===== src/rtl/fetch_pc_unit_pkg.sv =====
// Shared types for the fetch stage: PC/instruction widths, FSM encodings and the decode-facing record.
// Optional misaligned-target checking is enabled by FETCH_MISALIGN_CHECK_EN in fetch_pc_unit.sv.
package fetch_pc_unit_pkg;

  typedef logic [63:0] u64;
  typedef logic [31:0] u32;

  localparam u64 PCINIT = 64'h8000_0000;

  localparam logic [1:0] ST_REQ_ENC  = 2'd0;
  localparam logic [1:0] ST_DROP_ENC = 2'd1;
  localparam logic [1:0] ST_HOLD_ENC = 2'd2;
  localparam logic [1:0] ST_ERR_ENC  = 2'd3;

  typedef enum logic [1:0] {
    S_REQ  = ST_REQ_ENC,
    S_DROP = ST_DROP_ENC,
    S_HOLD = ST_HOLD_ENC,
    S_ERR  = ST_ERR_ENC
  } fetch_state_t;

  typedef struct packed {
    logic valid;
    u64   pc;
    u32   raw_instr;
    logic error;
  } fetch_data_t;

  function automatic u64 next_pc(input u64 pc);
    return pc + 64'd4;
  endfunction

endpackage


===== src/rtl/fetch_skid_buf.sv =====
// One-entry skid buffer holding a fetched {pc, instr} while decode is stalled.
// Not affected by FETCH_MISALIGN_CHECK_EN.
module fetch_skid_buf
  import fetch_pc_unit_pkg::*;
(
  input  logic        clk,
  input  logic        reset,
  input  logic        push,
  input  logic        pop,
  input  logic        clear,
  input  logic [63:0] push_pc,
  input  logic [31:0] push_instr,
  output logic        full,
  output logic [63:0] pc,
  output logic [31:0] instr
);

  // clear wins so a redirect always discards a parked instruction
  always_ff @(posedge clk) begin
    if (!reset) begin
      full  <= 1'b0;
      pc    <= '0;
      instr <= '0;
    end else if (clear) begin
      full <= 1'b0;
    end else if (push) begin
      full  <= 1'b1;
      pc    <= push_pc;
      instr <= push_instr;
    end else if (pop) begin
      full <= 1'b0;
    end
  end

endmodule


===== src/rtl/fetch_pc_unit.sv =====
// Fetch stage: owns the PC, drives the instruction bus, delivers f_* to decode.
// Define FETCH_MISALIGN_CHECK_EN to trap redirect targets with jump[1:0] != 0.
module fetch_pc_unit
  import fetch_pc_unit_pkg::*;
#(
  parameter logic [63:0] RESET_PC = PCINIT
) (
  input  logic        clk,
  input  logic        reset,
  input  logic        branch,
  input  logic [63:0] jump,
  input  logic        stall,
  output logic        ireq_valid,
  output logic [63:0] ireq_addr,
  input  logic        iresp_data_ok,
  input  logic [31:0] iresp_data,
  output logic        f_valid,
  output logic [63:0] f_pc,
  output logic [31:0] f_instr,
  output logic        f_error
);

  fetch_state_t state;
  u64           pc;
  u64           old_addr;
  logic         err_pend;
  fetch_data_t  f_q;
  logic         misalign;

  logic         skid_push;
  logic         skid_pop;
  logic         skid_full;
  u64           skid_pc;
  u32           skid_instr;

`ifdef FETCH_MISALIGN_CHECK_EN
  assign misalign = |jump[1:0];
`else
  assign misalign = 1'b0;
`endif

  assign skid_push = (state == S_REQ) && iresp_data_ok && !branch && stall;
  assign skid_pop  = (state == S_HOLD) && skid_full && !branch && !stall;

  fetch_skid_buf u_skid (
    .clk        (clk),
    .reset      (reset),
    .push       (skid_push),
    .pop        (skid_pop),
    .clear      (branch),
    .push_pc    (pc),
    .push_instr (iresp_data),
    .full       (skid_full),
    .pc         (skid_pc),
    .instr      (skid_instr)
  );

  // DROP keeps presenting the superseded address until its response retires
  assign ireq_valid = (state == S_REQ) || (state == S_DROP);
  assign ireq_addr  = (state == S_DROP) ? old_addr : pc;

  assign f_valid = f_q.valid;
  assign f_pc    = f_q.pc;
  assign f_instr = f_q.raw_instr;
  assign f_error = f_q.error;

  always_ff @(posedge clk) begin
    if (!reset) begin
      state    <= S_REQ;
      pc       <= RESET_PC;
      old_addr <= '0;
      err_pend <= 1'b0;
      f_q      <= '0;
    end else if (branch) begin
      f_q.valid <= 1'b0;
      f_q.error <= 1'b0;
      pc        <= jump;
      err_pend  <= misalign;
      case (state)
        S_REQ: begin
          if (!iresp_data_ok) begin
            state    <= S_DROP;
            old_addr <= pc;
          end else begin
            state <= misalign ? S_ERR : S_REQ;
          end
        end
        // a response retiring alongside a new redirect frees the bus immediately
        S_DROP:  if (iresp_data_ok) state <= misalign ? S_ERR : S_REQ;
        default: state <= misalign ? S_ERR : S_REQ;
      endcase
    end else begin
      case (state)
        S_REQ: begin
          if (iresp_data_ok) begin
            pc <= next_pc(pc);
            if (stall) state <= S_HOLD;
          end
        end
        S_DROP: if (iresp_data_ok) state <= err_pend ? S_ERR : S_REQ;
        S_HOLD: if (!stall) state <= S_REQ;
        S_ERR:  if (!stall) err_pend <= 1'b0;
        default: state <= S_REQ;
      endcase

      if (!stall) begin
        if ((state == S_REQ) && iresp_data_ok) begin
          f_q <= fetch_data_t'{valid: 1'b1, pc: pc, raw_instr: iresp_data, error: 1'b0};
        end else if ((state == S_HOLD) && skid_full) begin
          f_q <= fetch_data_t'{valid: 1'b1, pc: skid_pc, raw_instr: skid_instr, error: 1'b0};
        end else if ((state == S_ERR) && err_pend) begin
          f_q <= fetch_data_t'{valid: 1'b1, pc: pc, raw_instr: '0, error: 1'b1};
        end else begin
          f_q.valid <= 1'b0;
        end
      end
    end
  end

endmodule

===== config.mk =====
export PLATFORM = sky130hd
export DESIGN_NAME = fetch_pc_unit
export DESIGN_NICKNAME = d
export VERILOG_FILES = /design/src/rtl/fetch_pc_unit_pkg.sv /design/src/rtl/fetch_skid_buf.sv /design/src/rtl/fetch_pc_unit.sv
export SDC_FILE = /design/constraint.sdc
export NUM_CORES = 1
export LEC_CHECK = 0
export ABC_CLOCK_PERIOD_IN_PS = 2680
export CAP_MARGIN = 20
export CORE_MARGIN = 1.5
export CORE_UTILIZATION = 35
export DETAILED_ROUTE_END_ITERATION = 6
export PLACE_DENSITY = 0.58
export SLEW_MARGIN = 20
export SYNTH_ARGS = -nofsm -noshare
export SYNTH_HDL_FRONTEND = slang
export SYNTH_SLANG_ARGS = --single-unit

===== constraint.sdc =====
create_clock -name clk -period 2.68 [get_ports clk]
set_input_delay 0.536 -clock clk [delete_from_list [all_inputs] [get_ports clk]]
set_output_delay 0.536 -clock clk [all_outputs]
set_load 0.005 [all_outputs]

After elaboration in Yosys (flattened, before gate mapping)
Index checks and enable logic that the tools add are counted.
{"block": "classes", "addsub": 1, "eq_ne": 6, "mux": 16, "bitwise": 4, "reduce_logical": 22}
{"cell": "64-bit 2-to-1 mux", "n": 4}
{"cell": "98-bit 2-to-1 mux", "n": 2}
{"cell": "64-bit by 3-bit adder with 64-bit output, second input constant", "n": 1}
{"cell": "2-bit 2-to-1 mux", "n": 5}
{"cell": "3-bit inequality test, second input constant", "n": 3}
{"cell": "1-bit logical AND", "n": 6}
{"cell": "2-bit case mux with 3 select lines", "n": 1}
{"cell": "2-bit AND reduction", "n": 3}
{"cell": "3-bit AND reduction", "n": 2}
{"cell": "2-bit nonzero test", "n": 3}
{"cell": "5-bit AND reduction", "n": 1}
{"cell": "1-bit NOT", "n": 4}
{"cell": "2-bit case mux with 2 select lines", "n": 1}
{"cell": "4-bit nonzero test", "n": 1}
{"cell": "1-bit 2-to-1 mux", "n": 3}
{"cell": "3-bit nonzero test", "n": 1}
{"cell": "2-bit by 1-bit equality test with 1-bit output, second input constant", "n": 1}
{"cell": "2-bit equality test, second input constant", "n": 1}
{"cell": "1-bit zero test", "n": 2}
{"cell": "2-bit zero test", "n": 1}
{"cell": "2-bit inequality test, second input constant", "n": 1}
{"cell": "2-bit OR reduction", "n": 1}
{"cell": "1-bit logical OR", "n": 1}
{"block": "totals", "regBits": 325, "input_bits": 101, "out_inout_bits": 163, "wordCells": 59}

Logic depth before layout (Yosys ltp)
{"block": "depth", "word_depth": 6, "mapped_depth": 9}

Modules after synthesis
A second synthesis with hierarchy kept.
{"block": "hier_totals", "hier_cells": 1794, "hier_area_um2": 14802.9}
{"module": "fetch_pc_unit", "instances": 1, "cells_per_inst": 1373, "area_per_inst_um2": 10938.0, "seq_area_each_um2": 4544.4}
{"module": "fetch_skid_buf", "instances": 1, "cells_per_inst": 421, "area_per_inst_um2": 3865.0, "seq_area_each_um2": 1941.9}

Worst setup path before layout
No wires, ideal clock.
{"block": "synth_path", "kind": "input-to-reg", "startpoint": "input iresp_data_ok", "endpoint": "register pc[57]", "setup_time_ns": 0.114, "arrival_ns": 2.353, "setup_slack_ns": 0.213, "stages": 6, "n_path_buf": 1, "path_cell_list": "clkbuf_1 nand2_1 nor4_1 and4_1 mux2_2 a2111oi_0"}
{"block": "synth_between", "elab_chain_len": 2}
{"element": "start: declaration", "line": "fetch_pc_unit.sv:15", "rtl": "input logic iresp_data_ok,"}
{"element": "2-bit nonzero test (no line)"}
{"element": "2-bit AND reduction (no line)"}
{"element": "end signal: assignment", "line": "fetch_pc_unit.sv:77", "rtl": "pc <= jump;"}
{"element": "end signal: assignment", "line": "fetch_pc_unit.sv:96", "rtl": "pc <= next_pc(pc);"}
{"element": "end: declaration", "line": "fetch_pc_unit.sv:24", "rtl": "u64 pc;"}
Every way passes these cells.
A chain may end at the register's enable or synchronous reset.

Worst setup path in the final report
{"block": "layout_path", "startpoint": "register state[1]", "endpoint": "output ireq_addr[38]"}
{"block": "layout_between", "elab_chain_len": 2}
{"element": "start: declaration", "line": "fetch_pc_unit.sv:23", "rtl": "fetch_state_t state;"}
{"element": "start signal: assignment", "line": "fetch_pc_unit.sv:85", "rtl": "state <= misalign ? S_ERR : S_REQ;"}
{"element": "start signal: assignment", "line": "fetch_pc_unit.sv:89", "rtl": "S_DROP: if (iresp_data_ok) state <= misalign ? S_ERR : S_REQ;"}
{"element": "start signal: assignment", "line": "fetch_pc_unit.sv:90", "rtl": "default: state <= misalign ? S_ERR : S_REQ;"}
{"element": "2-bit by 1-bit equality test with 1-bit output", "line": "fetch_pc_unit.sv:60", "rtl": "assign ireq_addr = (state == S_DROP) ? old_addr : pc;"}
{"element": "64-bit 2-to-1 mux", "line": "fetch_pc_unit.sv:60"}
{"element": "end: declaration", "line": "fetch_pc_unit.sv:14", "rtl": "output logic [63:0] ireq_addr,"}
Every way passes these cells.

==> flow_metrics.py <==
metrics = {
    "detailed_routing": {
        "wl_per_cell_um": 18.6,
        "routed-via-count": 14500,
        "firstDrtPassIters": 6,
        "viasPerCell": 5.26,
        "drt-total-wl_mm": 51.0,
        "dr.first_iter.drc_count": 1027,
        "postRouteAntennaNets": 0,
        "drc": 0,
    },
    "worst_setup_path": {
        "slowest_stage": "dfxtp_2",
        "path_delay_family": "buffers and inverters",
        "worst_ep_required_time_ps": 2140,
        "crit_arrival_ps": 2100,
        "crit_path_max_fanout": 6,
        "critical_path_buf_inv_count": 5,
        "crit_chain": "inv_2, ha_4, buf_8, buf_4, buf_12, mux2_2, dlygate4sd2_1",
        "critPathMaxStageDelay_ps": 330,
        "setup.worst_path.class": "flip-flop to output pin",
        "start_kind": "flip-flop",
        "cp-end-kind": "output pin",
    },
    "grt": {
        "overflow": 0,
        "first_global_vias": 13800,
        "track_usage": 0.225,
        "antenna_found_initial": 3,
        "grt_pass1_wl_mm": 79.2,
        "grt_max_degree": 148,
    },
    "floorplan": {
        "die_y_um": 212,
        "initial_core_util": 0.354,
        "dieArea_um2": 44900,
        "die_width_um": 212,
        "io-pin-count": 264,
        "core_um2": 43100,
        "num_rows": 76,
    },
    "timing": {
        "finalWorstPathRequiredPeriod_ps": 2640,
        "finClkSkew_ps": 12.8,
        "max_freq_ghz": 0.379,
        "final_max_slew_viol_count": 0,
        "tightest_slew_ps": 665,
        "max_slew_margin": 0.557,
        "fin_setup_tns_ps": 0,
        "finalHoldViolations": 0,
        "setup_violations": 0,
        "fin_crit_sh": 0.984,
        "rsz0062_at_grt": "true",
    },
    "synth": {
        "async_flop_share": 0,
        "synth_area_leader_cell": "dfxtp_1",
        "synth_top_area_share": 0.425,
        "synth.avg_cell_area_um2": 8.02,
        "ys.flop_type": "dfxtp_1",
        "ys_top_cells_by_count": "554 x nand2_1, 324 x dfxtp_1, 177 x clkbuf_1",
        "synth_most_common_cell": "nand2_1",
        "synth_warnings": 0,
        "syn_inst": 1902,
        "ys_seq_elements": 324,
        "yosysUniqueCellTypes": 51,
        "syn_area_um2": 15300,
        "synth_edf_count": 0,
        "synthTopCellsByArea": "dfxtp_1 43%, nand2_1 14%, a21boi_0 7.9%",
        "yosysSeqAreaShare": 0.425,
        "syn_nets": 2007,
    },
    "clock_network": {
        "cts_made_buffers": 38,
        "h-tree-depth": 2,
        "cts.sinks": 324,
        "cts_tree": "built",
        "clkTransAtPathRegs_ps": 60,
        "hold_buffers": 0,
        "cts-root-buf": "clkbuf_16",
        "cts_max_path_buffers": 3,
        "worstSkewPairLatency_ps": 560,
    },
    "placement": {
        "dp_hpwl_mm": 33.0,
        "gp_congestion": 0.892,
        "numPortBuffers": 262,
        "post-place-cells": 2656,
    },
    "finish": {
        "seqCellArea_um2": 6490,
        "multi_input_area_um2": 8030,
        "synthToLayoutAreaGrowth_pct": 33.7,
        "nNetsFinal": 2237,
        "fillers": 4213,
        "fin_cells": 2746,
        "drive_gt1_frac": 0.126,
    },
    "power_and_ir_drop": {
        "seqPwrFrac": 0.426,
        "combPwrFrac": 0.145,
        "swShare": 0.260,
        "power_density_nw_per_um2": 597,
        "ir_drop_mv": 0.375,
        "p_leak_nw": 8.29,
        "intPower_mw": 9.01,
        "p_clk_frac": 0.429,
        "p_switching_mw": 3.17,
    },
    "run_status": {
        "status": "completed",
    },
    "worst_hold_path": {
        "hold_class": "input pin to flip-flop",
    },
    "flow_run": {
        "drv_cap": 0,
    },
}
per-stage QoR:
step | area, um^2 | worst slack, ps | total power, mW | util | hold slack [ps]
6_report | 20400 | 42.5 | 12.2 | 0.473 | 446
5_1_grt | 20400 | -12.3 | 12.7 | 0.473 | 439
3_3_place_gp | 18900 | 21.8 | 7.03 | 0.438 | 446
4_1_cts | 20300 | -143 | 12.3 | 0.472 | 407
2_1_floorplan | 15300 | 213 | 6.12 | - | 440
3_5_place_dp | 18900 | -37.5 | 7.05 | 0.438 | 452
power groups by stage:
stage	Combinational, mW	Sequential [mW]	Clock (mW)
global placement	1.74	5.28	0
detailed placement	1.76	5.29	0
finish	1.76	5.19	5.22
global route	1.91	5.22	5.57
CTS	1.78	5.19	5.38
floorplan	0.875	5.24	0
layer usage:
layer / wire length, um / share of wire / track usage
met5: 29 / 0.00057 / 0
met3: 3100 / 0.061 / 0.0476
met2: 23400 / 0.46 / 0.362
met1: 23200 / 0.45 / 0.300
met4: 1310 / 0.026 / 0.0736
cells in the final DEF (no fill, tap or decap), drive strengths merged, types with 14 or more instances in the layout:
cell and instances:
o21ai 64, nor2 23, nand2 554, buf 127, clkdlybuf4s50 197, nor4 21
nand3 125, dfxtp 324, a21oi 24, nand4 43, xnor2 18, dlygate4sd2 45
inv 15, mux2 58, nor3 15, clkbuf 68, a31oi 15, or4 17
o211a 102, a21boi 160, o211ai 14
path summary, 6_finish.rpt:
kind | start | end | slack (ps) | cells past startpoint
min reg2reg | old_addr[25] | old_addr[25] | 460 | 2
max reg2reg | pc[28] | pc[50] | 250 | 6
max | state[1] | ireq_addr[38] | 40 | 7
min | reset | f_pc[60] | 450 | 2
kinds of logic (layout without fill, tap and decap cells):
group	Yosys count	in the layout	synth area share
other	1	2	0.000246
xor gates and xnor gates	29	29	0.0166
muxes	64	64	0.0467
buffers and inverters	213	471	0.0544
AOI/OAI and AO/OA	404	404	0.201
DFF	324	324	0.425
and+or+nand+nor	863	863	0.252
adders and majority gates	4	4	0.00328
registers in the layout, indices dropped and copies added (netlist names):
signal        cells
old_addr         64
f_pc             64
u_skid.instr     32
u_skid.pc        64
u_skid.full       1
f_instr          32
pc               64
state             2
f_valid           1
worst register-to-register path, cell delays in order (launching register included):
cell     delay (ps)
dfxtp_1         340
nand3_2         110
or4_4           580
buf_4           210
or2_2           380
or4_1           520
a31oi_1         200
layout make-up:
class,instances,area share
sequential,324,0.318
inverter,15,0.00276
clock inverter,7,0.00417
tap,585,0.0359
clock buffer,61,0.0583
antenna,1,0.000123
timing repair buffer,388,0.187
multi-input combinational,1365,0.394
what timing repair did:
action / 4_1_cts / 5_1_grt
resized for setup: 95 / 21
setup buffers: 15 / 4
endpoints found under the setup margin: 65 / 18
pin swaps: 0 / 0
gates cloned: 3 / 1
(Power assumes the default switching activity.)
